**config.mk**
```make
export PLATFORM = sky130hd
export DESIGN_NAME = mul_8bit_seq
export DESIGN_NICKNAME = d
export VERILOG_FILES = /design/src/rtl/arith_pkg.sv /design/src/rtl/add_8bit.sv /design/src/rtl/mul_8bit_seq.sv
export SDC_FILE = /design/constraint.sdc
export NUM_CORES = 1
export LEC_CHECK = 0
export CELL_PAD_IN_SITES_DETAIL_PLACEMENT = 0
export CELL_PAD_IN_SITES_GLOBAL_PLACEMENT = 1
export CORE_UTILIZATION = 30
export DETAILED_ROUTE_END_ITERATION = 10
export GPL_ROUTABILITY_DRIVEN = 0
export PLACE_DENSITY_LB_ADDON = 0.1
export SYNTH_ARGS = -nofsm -noshare
export SYNTH_HDL_FRONTEND = slang
export SYNTH_SLANG_ARGS = --single-unit
```
**constraint.sdc**
```tcl
create_clock -name clk -period 3.8 [get_ports clk]
set_input_delay 0.57 -clock clk [delete_from_list [all_inputs] [get_ports clk]]
set_output_delay 0.57 -clock clk [all_outputs]
set_load 0.1 [all_outputs]
```
**src/rtl/arith_pkg.sv**
```systemverilog
// rtl/arith_pkg.sv - shared types and constants for the arithmetic datapath
package arith_pkg;

    localparam int ARITH_W = 8;
    localparam logic [2:0] ITER_LAST = 3'd7;

    typedef enum logic [1:0] {
        IDLE = 2'd0,
        CALC = 2'd1,
        DONE = 2'd2
    } state_t;

endpackage

```
**src/rtl/add_8bit.sv**
```systemverilog
// rtl/add_8bit.sv - 8-bit ripple-carry adder exposing every stage carry
module add_8bit (
    input  logic [7:0] a,
    input  logic [7:0] b,
    input  logic       ci,
    output logic [7:0] s,
    output logic [7:0] c1
);

    always_comb begin
        logic c;
        s  = '0;
        c1 = '0;
        c  = ci;
        for (int i = 0; i < 8; i++) begin
            s[i]  = a[i] ^ b[i] ^ c;
            c1[i] = (a[i] & b[i]) | (c & (a[i] ^ b[i]));
            c     = c1[i];
        end
    end

endmodule

```
**src/rtl/mul_8bit_seq.sv**
```systemverilog
// rtl/mul_8bit_seq.sv - sequential 8x8 unsigned shift-and-add multiplier
module mul_8bit_seq
    import arith_pkg::*;
(
    input  logic                   clk,
    input  logic                   rst,
    input  logic                   start,
    input  logic [ARITH_W-1:0]     a,
    input  logic [ARITH_W-1:0]     b,
    output logic                   busy,
    output logic                   done,
    output logic [2*ARITH_W-1:0]   p
);

    state_t state, state_nxt;

    logic [ARITH_W-1:0]   m;
    logic [ARITH_W-1:0]   acc;
    logic [ARITH_W-1:0]   q;
    logic [2:0]           cnt;
    logic [ARITH_W-1:0]   s;
    logic [ARITH_W-1:0]   c1;
    logic                 co;
    logic                 unused_carries;
    logic [2*ARITH_W-1:0] shift_nxt;

    add_8bit u_add (
        .a  (acc),
        .b  (m),
        .ci (1'b0),
        .s  (s),
        .c1 (c1)
    );

    assign co             = c1[ARITH_W-1];
    assign unused_carries = ^c1[ARITH_W-2:0];

    // Post-shift {acc,q}; the carry-out becomes the new acc MSB so 0xFF*0xFF survives.
    assign shift_nxt = q[0] ? {co, s, q[ARITH_W-1:1]} : {1'b0, acc, q[ARITH_W-1:1]};

    always_ff @(posedge clk or posedge rst) begin
        if (rst) begin
            state <= IDLE;
        end else begin
            state <= state_nxt;
        end
    end

    always_comb begin
        state_nxt = state;
        case (state)
            IDLE:    if (start) state_nxt = CALC;
            CALC:    if (cnt == ITER_LAST) state_nxt = DONE;
            DONE:    state_nxt = IDLE;
            default: state_nxt = IDLE;
        endcase
    end

    always_comb begin
        busy = (state != IDLE);
        done = (state == DONE);
    end

    always_ff @(posedge clk or posedge rst) begin
        if (rst) begin
            m   <= '0;
            acc <= '0;
            q   <= '0;
            cnt <= '0;
            p   <= '0;
        end else begin
            case (state)
                IDLE: begin
                    if (start) begin
                        m   <= a;
                        q   <= b;
                        acc <= '0;
                        cnt <= '0;
                    end
                end
                CALC: begin
                    {acc, q} <= shift_nxt;
                    cnt      <= cnt + 3'd1;
                    if (cnt == ITER_LAST) p <= shift_nxt;
                end
                default: ;
            endcase
        end
    end

endmodule

```
======== After elaboration in Yosys (flattened, before gate mapping) ========
Cells that the tools add are included.
cells by class
  add/sub/neg operators ................... 1
  eq/ne operators ......................... 5
  mux-type cells .......................... 10
  bitwise logic cells ..................... 37
  reductions and logical operators ........ 7
operators with widths
  operator                                              number
  one-hot mux 8 bit (2 select lines)                    2
  two-way mux 16 bit                                    1
  two-way mux 8 bit                                     2
  AND 1 bit                                             15
  XOR 1 bit                                             15
  AND reduction 2 bit                                   4
  bitwise OR 1 bit                                      7
  one-hot mux 3 bit (2 select lines)                    1
  two-way mux 2 bit                                     2
  inequality test 2 bit (second input constant)         2
  one-hot mux 2 bit (2 select lines)                    1
  nonzero test 2 bit                                    2
  adder 3 x 1 -> 3 bit (second input constant)          1
  equality test 3 bit (second input constant)           1
  two-way mux 3 bit                                     1
  equality test 2 x 1 -> 1 bit (second input constant)  1
  equality test 2 bit (second input constant)           1
  logical NOT 2 bit                                     1
storage, ports and cells
  flip-flop bits (word level) ............. 45
  input bits .............................. 19
  output and inout bits ................... 18
  word-level logic and storage cells ...... 66

======== Longest topological paths before layout ========
Gate-level depths: netlist (run 1).
  depth in word-level cells ............... 17
  gate-level depth with buffers ........... 12
  depth with buffers taken out ............ 12

======== Modules after synthesis ========
From an unflattened synthesis (run 1), not the netlist that was laid out.
unflattened totals
  cell total of the unflattened synthesis .. 169
  area, all modules ....................... 2,067.0 sq um
modules (own cells, without submodules)
  module        times used  cells each  area each (sq um)  sequential area each (sq um)
  mul_8bit_seq  1           161         1,906.8            1,126.1
  add_8bit      1           8           160.2              0.0

======== Worst setup path after synthesis (run 1) ========
Ideal clock, no wire load.
  path kind ............................... register to register
  from .................................... register acc[0]
  to ...................................... register acc[6]
  library setup time ...................... 0.126 ns
  arrival time ............................ 3.456 ns
  data required time ...................... 3.674 ns
  path slack .............................. 0.217 ns
  cell stages (with the launch flop) ...... 13
  buffers on the path ..................... 0
  period minus slack after synthesis ...... 3.583 ns
  cells stage by stage .................... dfrtp_1 -> ha_1 -> inv_1 -> fa_1 -> fa_1 -> fa_1 -> fa_1 -> fa_1 -> fa_1 -> inv_1 -> fa_1 -> mux2i_1 -> o22ai_1
on the way
  cells in the longest elaborated chain, start to end .. 16
RTL lines
  element                             RTL line            text
  start, declared                     mul_8bit_seq.sv:18  logic [ARITH_W-1:0] acc;
  start signal, assigned              mul_8bit_seq.sv:82  {acc, q} <= shift_nxt;
  AND 1 bit (2 in series)             add_8bit.sv:17      c1[i] = (a[i] & b[i]) | (c & (a[i] ^ b[i]));
  bitwise OR 1 bit                    add_8bit.sv:17
  AND 1 bit                           add_8bit.sv:17
  bitwise OR 1 bit                    add_8bit.sv:17
  AND 1 bit                           add_8bit.sv:17
  bitwise OR 1 bit                    add_8bit.sv:17
  AND 1 bit                           add_8bit.sv:17
  bitwise OR 1 bit                    add_8bit.sv:17
  AND 1 bit                           add_8bit.sv:17
  bitwise OR 1 bit                    add_8bit.sv:17
  AND 1 bit                           add_8bit.sv:17
  bitwise OR 1 bit                    add_8bit.sv:17
  XOR 1 bit                           add_8bit.sv:16      s[i] = a[i] ^ b[i] ^ c;
  two-way mux 16 bit                  mul_8bit_seq.sv:39  assign shift_nxt = q[0] ? {co, s, q[ARITH_W-1:1]} : {1'b0, acc, q[ARITH_W-1:1]};
  one-hot mux 8 bit (2 select lines)  mul_8bit_seq.sv:72  case (state)
Every way passes these cells.
A chain may end at the register's enable or synchronous reset.

======== Worst setup path after layout (run 1) ========
Same ends and word-level chain as after synthesis.

==> qor.yml, run 1 <==
rows: 30
clk_latency_ps: 290
drive_gt1_share_pct: 12.07
place_area_um2: 2542
min_path_type: "register to register"
final_nets: 260
startpoint_type: "register"
syn_area_per_cell_um2: 10.69
critPathKind: "register to register"
fillCellCount: 692
synth_cell_type_count: 26
setup_viol: 0
drt_iter0_markers: 72
status: "finished clean"
cts_root_buffer: "clkbuf_8"
tightest_slew_ps: 978.9
path_clk_slew_ps: 80
yosys-top-cells-area: "dfrtp_1 53%, o21ai_0 7.1%, fa_1 6.6%"
rrSetupSlack_ps: 220
synth_edf_count: 0
area.growth.synth_to_final_pct: 25.43
antenna_cells: 0
slew_violations: 0
firstDrtPassIters: 4
hold_buffers: 0
yosys_warnings: 0
grt_pass1_wl_um: 7728
cp.arrival_ps: 3730
synth_seq_area_share_pct: 53.22
ys_ff_latch: 45
fp.dieW_um: 85.98
io_buffers: 36
syn-cell-area_um2: 2116
grt_pass1_vias: 1581
viasPerCell: 4.460
ant_nets: 0
max-cap-violations: 0
drc_errors: 0
hold_violations: 0
syn_inst: 198
io_pins: 37
critPathCaptureType: "register"
core_um2: 6794
max_clock_freq_ghz: 0.2793
syn-num-nets: 227
synth_flop_cell: "dfrtp_1"
final_area_um2: 2654
die_h_um: 85.98
cts_tree: "yes"
post-route-min-period_ps: 3580
finalSetupTns_ps: 0
htreeDepth: 2
numCtsBuffers: 5
rsz0062_at_grt: "false"
hpwl_um: 2806
vias: 1463
yosys.area.top_type: "dfrtp_1"
async_flop_share_pct: 100.0
wl_per_cell_um: 13.25
grt_start_max_net_pins: 46
synth_top_area_share_pct: 53.22
fp.dieArea_um2: 7393
skew_ps: 5.484
required_ps: 3950
gr-total-overflow: 0
grtUsageTotal_pct: 13.52
wl_um: 4347
initial_utilization_pct: 31.14
antenna_found_initial: 0
slew_headroom_pct: 34.54
clock_path_buffers: 2
worstPathMaxFanout: 3
fin_crit_sh_pct: 94.22
clock-sinks: 45
-- repair_timing --
action,CTS,global route
hold endpoints to repair,0,0
setup buffers,0,0
endpoints found under the setup margin,0,2
resized for setup,0,4
-- registers in the layout, indices dropped and copies added (netlist names) --
signal,cells
m,8
acc,8
state,2
cnt,3
p,16
q,8
-- synthesized netlist by cell type (2+ instances only) --
master and count:
nor2b_1 5, mux2i_1 2, o22ai_1 8, and2b_1 5
nand2_1 34, a22oi_1 7, fa_1 7, buf_2 6
ha_1 3, dfrtp_1 45, a21oi_1 7, inv_1 16
o21ai_0 30, buf_4 3, mux2_2 9
-- layout by cell type (no fill, tap or decap), drive strengths merged --
cell           instances
a21oi                  7
a221o                  1
a22oi                  7
and2b                  5
buf                    1
clkbuf                 7
clkdlybuf4s50         36
clkinv                 1
dfrtp                 45
fa                     7
ha                     3
inv                   16
mux2                  10
mux2i                  2
nand2                 34
nand2b                 1
nand3b                 1
nor2                   2
nor2b                  5
nor3b                  1
o21ai                 30
o21bai                 1
o22ai                  8
or2                    1
-- metrics by stage --
stage | util [%] | hold WS (ps) | instances | setup WS (ps)
floorplan | - | 487.5 | 198 | 217.4
global placement | 37.42 | 468.3 | 320 | 84.57
detailed placement | 37.42 | 472.9 | 320 | 40.43
CTS | 38.91 | 494.1 | 328 | 12.45
global route | 39.06 | 510.8 | 328 | 4.015
finish | 39.06 | 484.7 | 328 | 219.5
-- final timing paths --
kind / start / to / cells after the start
worst min-delay path: p[10]$_DFFE_PP0P_ / p[10]$_DFFE_PP0P_ / 2
max in group asynchronous: rst / p[11]$_DFFE_PP0P_ / 2
min in group asynchronous: rst / m[6]$_DFFE_PP0P_ / 2
worst max-delay path: acc[0]$_DFFE_PP0P_ / acc[6]$_DFFE_PP0P_ / 12
worst max register to register: acc[0]$_DFFE_PP0P_ / acc[6]$_DFFE_PP0P_ / 12
worst min register to register: p[10]$_DFFE_PP0P_ / p[10]$_DFFE_PP0P_ / 2
-- metal layers --
layer / vias to the layer above / share of wire (%) / GRT usage [%]
met5: - / 0 / 0
met3: 4 / 2.6 / 3.561
met4: 0 / 0.85 / 3.636
met1: 712 / 50 / 17.85
li1: 728 / - / -
met2: 19 / 46 / 22.01
-- logic make-up after synthesis --
| logic type | Yosys count | share of synthesized area (%) |
|---|---|---|
| fa+ha+maj | 10 | 8.397 |
| compound gates | 54 | 14.43 |
| flops | 45 | 53.22 |
| buf+inv | 27 | 5.736 |
| simple gates | 50 | 11.77 |
| mux | 12 | 6.446 |
-- final cells by class --
cell class | instances | area [um^2] | area share, %
multi-input cells | 126 | 878.3 | 33.10
well taps | 96 | 120.1 | 4.526
clock buffers | 7 | 96.34 | 3.630
flip-flops and latches | 45 | 1126 | 42.43
repair buffers | 37 | 367.9 | 13.86
inverters | 16 | 60.06 | 2.263
clock inverters | 1 | 5.005 | 0.1886
-- critical path, stage by stage (launching register included) --
cell and delay, ps:
dfrtp_1 370, ha_1 150, inv_1 50, fa_1 380
fa_2 350, fa_2 350, fa_2 340, fa_2 340
fa_1 360, inv_1 70, fa_1 400, mux2i_1 170
o22ai_1 90
Power of run 1 is not shown: default switching activity piles up to over one toggle a cycle in this logic, so the estimate is an artifact.
==> run 2, diff against run 1 <==
CAP_MARGIN = 20   (was not set)
CELL_PAD_IN_SITES_DETAIL_PLACEMENT = 1   (was 0)
==> qor.yml, run 2 (synthesis gave the netlist of run 1 again) <==
finalSetupTns_ps: 0
clock-sinks: 45
cts_root_buffer: "clkbuf_8"
tightest_slew_ps: 976.7
drive_gt1_share_pct: 13.68
critPathKind: "register to register"
slew_headroom_pct: 34.68
top_register: "p"
vias: 1481
required_ps: 3950
drc_errors: 0
layout_common_cells: "45 x dfrtp_1, 36 x clkdlybuf4s50_1, 34 x nand2_1"
cp.arrival_ps: 3730
cts_tree: "yes"
htreeDepth: 2
ant_nets: 0
grt_start_max_net_pins: 46
skew_ps: 8.301
seq_area_um2: 1126
max_clock_freq_ghz: 0.2798
rows: 30
hpwl_um: 2986
rsz0062_at_grt: "false"
post-route-min-period_ps: 3574
firstDrtPassIters: 3
slew_violations: 0
die_h_um: 85.98
antenna_found_initial: 0
final_nets: 262
wl_per_cell_um: 13.92
wl_um: 4593
drt_iter0_markers: 47
io_buffers: 36
grt_pass1_vias: 1598
numCtsBuffers: 5
antenna_cells: 0
startpoint_type: "register"
area.growth.synth_to_final_pct: 28.50
max-cap-violations: 0
fin_crit_sh_pct: 94.04
layout_commonest_cell: "dfrtp_1"
setup_viol: 0
io_pins: 37
hold_violations: 0
clock_path_buffers: 2
critPathCaptureType: "register"
core_um2: 6794
fp.dieW_um: 85.98
clk_latency_ps: 300
largest_register_ffs: 16
worstPathMaxFanout: 2
multi_input_area_um2: 883.3
fp.dieArea_um2: 7393
path_clk_slew_ps: 90
viasPerCell: 4.488
whs_path_depth: 2
reg2regPathDepth: 12
initial_utilization_pct: 31.14
status: "finished clean"
fillCellCount: 765
grtUsageTotal_pct: 13.86
gr-total-overflow: 0
min_path_type: "register to register"
grt_pass1_wl_um: 7921
==> run 2: cell count changes in the layout (fill, tap and decap cells not counted), sizes merged <==
| cell | delta |
|---|---|
| bufinv | +2 |
| buf | +2 |
| clkbuf | -2 |
==> run 2: per-stage QoR <==
stage | utilization [%] | worst slack (ps) | instances | hold WS [ps] | cell area, um^2
2_1_floorplan | - | 217.4 | 198 | 487.5 | 2116
3_3_place_gp | 37.42 | 84.57 | 320 | 468.3 | 2542
3_5_place_dp | 37.42 | 8.596 | 320 | 476.7 | 2542
4_1_cts | 39.54 | 42.42 | 329 | 496.4 | 2686
5_1_grt | 40.02 | 18.13 | 330 | 516.9 | 2719
6_report | 40.02 | 226.4 | 330 | 489.9 | 2719
==> run 2: layout make-up <==
class | instances | share of cell area (%)
flip-flops and latches | 45 | 41.42
multi-input cells | 126 | 32.49
repair buffers | 39 | 14.54
well taps | 96 | 4.418
clock buffers | 5 | 2.531
clock inverters | 3 | 2.393
inverters | 16 | 2.209
==> run 2: layer usage <==
| layer | track usage, % | part of all wire (%) | vias to the layer above | wire, um |
|---|---|---|---|---|
| li1 | - | - | 727 | - |
| met1 | 19.32 | 51 | 727 | 2365 |
| met2 | 21.14 | 44 | 20 | 2035 |
| met3 | 3.369 | 2.9 | 7 | 132 |
| met4 | 4.545 | 1.3 | 0 | 59 |
| met5 | 0 | 0 | - | 0 |
==> run 2: worst max-delay path, cell delays in order (launching register included) <==
cell and delay, ps:
dfrtp_1 370, ha_2 170, inv_1 50, fa_2 330, fa_2 340, fa_2 350
fa_2 340, fa_2 340, fa_1 360, inv_1 70, fa_1 400, mux2i_1 200
o22ai_1 100
==> run 2: worst paths after layout <==
check                                    from            endpoint  slack, ps
min in group asynchronous                 rst    p[0]$_DFFE_PP0P_        550
min                         p[10]$_DFFE_PP0P_   p[10]$_DFFE_PP0P_        490
max reg2reg                acc[0]$_DFFE_PP0P_  acc[6]$_DFFE_PP0P_        230
max                        acc[0]$_DFFE_PP0P_  acc[6]$_DFFE_PP0P_        230
min reg2reg                 p[10]$_DFFE_PP0P_   p[10]$_DFFE_PP0P_        490
max in group asynchronous                 rst    m[1]$_DFFE_PP0P_       2770
==> run 2: timing repair <==
| item | in CTS | in global routing |
|---|---|---|
| resized for setup | 1 | 6 |
| setup buffers | 1 | 0 |
| hold buffers | 0 | 0 |
| setup endpoints to repair | 2 | 2 |
Power of run 2 is left out for the same reason.
==> run 3, diff against run 2 <==
CORE_UTILIZATION = 35   (was 30)
GPL_TIMING_DRIVEN = 0   (was not set)
==> qor.yml, run 3 (synthesis gave the netlist of run 1 again) <==
hold_buffers: 0
clock-sinks: 45
drc_errors: 0
rows: 27
clock_path_buffers: 2
critical_path.max_stage_delay_ps: 400
final_nets: 272
max-cap-violations: 0
numCtsBuffers: 5
vias: 1560
grt_start_max_net_pins: 30
initial_utilization_pct: 37.28
cts_root_buffer: "clkbuf_8"
grt_pass1_wl_um: 8114
path_buf_inv: 2
required_ps: 3980
viasPerCell: 4.937
slew_headroom_pct: 35.45
grt_pass1_vias: 1622
drt_iter0_markers: 93
path_clk_slew_ps: 80
fp.dieW_um: 79.75
status: "finished clean"
fillCellCount: 624
post-route-min-period_ps: 3683
gr-total-overflow: 0
cp_common_cell: "fa_1"
die_h_um: 79.75
htreeDepth: 2
critPathCaptureType: "register"
tightest_slew_ps: 965.2
hold_violations: 0
layout_commonest_cell: "dfrtp_1"
wl_per_cell_um: 15.02
io_pins: 37
slew_violations: 0
path_cells: "ha_1 > inv_1 > fa_1 > fa_2 > fa_2 > fa_2 > fa_1 > fa_1 > inv_1 > fa_1 > mux2i_1 > o22ai_1"
largest_register_ffs: 16
crit_path_top_delay_cell: "fa_1"
max_clock_freq_ghz: 0.2715
cts_tree: "yes"
drive_gt1_share_pct: 15.16
hpwl_um: 3380
ant_nets: 0
startpoint_type: "register"
layout_common_cells: "45 x dfrtp_1, 36 x clkdlybuf4s50_1, 34 x nand2_1"
core_um2: 5675
io_buffers: 36
clk_latency_ps: 290
firstDrtPassIters: 4
skew_ps: 7.806
fin_crit_sh_pct: 96.93
fp.dieArea_um2: 6360
grtUsageTotal_pct: 16.93
antenna_found_initial: 0
area.growth.synth_to_final_pct: 28.44
top_register: "p"
worstPathMaxFanout: 3
rsz0062_at_grt: "false"
min_path_type: "register to register"
setup_slack_ps: 116.7
cp.arrival_ps: 3860
cpLargestDelayFamily: "adder cells"
critPathKind: "register to register"
post-place-ws_ps: -39.69
antenna_cells: 0
wl_um: 4746
setup_viol: 0
run 3: worst paths after layout:
kind | slack (ps) | depth (start not counted) | end | from
hold / removal | 480 | 2 | p[13]$_DFFE_PP0P_ | p[13]$_DFFE_PP0P_
setup / recovery | 120 | 12 | acc[6]$_DFFE_PP0P_ | acc[0]$_DFFE_PP0P_
hold reg to reg | 480 | 2 | p[13]$_DFFE_PP0P_ | p[13]$_DFFE_PP0P_
min in group asynchronous | 570 | 2 | acc[2]$_DFFE_PP0P_ | rst
setup reg to reg | 120 | 12 | acc[6]$_DFFE_PP0P_ | acc[0]$_DFFE_PP0P_
max in group asynchronous | 2740 | 3 | p[3]$_DFFE_PP0P_ | rst
run 3: timing repair:
item / in CTS / in global routing
hold endpoints to repair: 0 / 0
resized for setup: 1 / 2
setup buffers: 0 / 1
pin swaps: 0 / 0
setup endpoints to repair: 2 / 2
run 3: layer usage:
layer	vias up	wire (um)	track usage, %
met4	0	54	4.286
met1	776	2484	25.29
li1	752	-	-
met5	-	0	0
met3	5	144	4.114
met2	27	2063	24.44
run 3: final cells by class:
cell class | count | area, um^2 | share of cell area, %
well taps | 72 | 90.09 | 3.315
flip-flops and latches | 45 | 1126 | 41.44
inverters | 16 | 60.06 | 2.210
repair buffers | 38 | 387.9 | 14.27
plain buffers | 11 | 61.31 | 2.256
clock buffers | 7 | 86.33 | 3.177
multi-input cells | 126 | 875.8 | 32.23
clock inverters | 1 | 30.03 | 1.105
run 3: metrics by stage:
step                      setup TNS [ps]  cells  util (%)  hold WS (ps)  instance area (um^2)
after floorplan                        0    198         -         487.5                  2116
after global placement                 0    306     45.22         461.3                  2566
after detailed placement          -75.02    307     45.57         471.6                  2586
after CTS                              0    315     47.66         491.3                  2705
after global routing                   0    316     47.88         501.6                  2718
final                                  0    316     47.88         480.7                  2718
run 3: worst register-to-register path: stages, from the launching register on:
cell     delay [ps]
dfrtp_1         370
ha_1            150
inv_1            60
fa_1            380
fa_2            370
fa_2            350
fa_2            340
fa_1            390
fa_1            370
inv_1            70
fa_1            400
mux2i_1         210
o22ai_1         100
Power of run 3 is left out for the same reason.
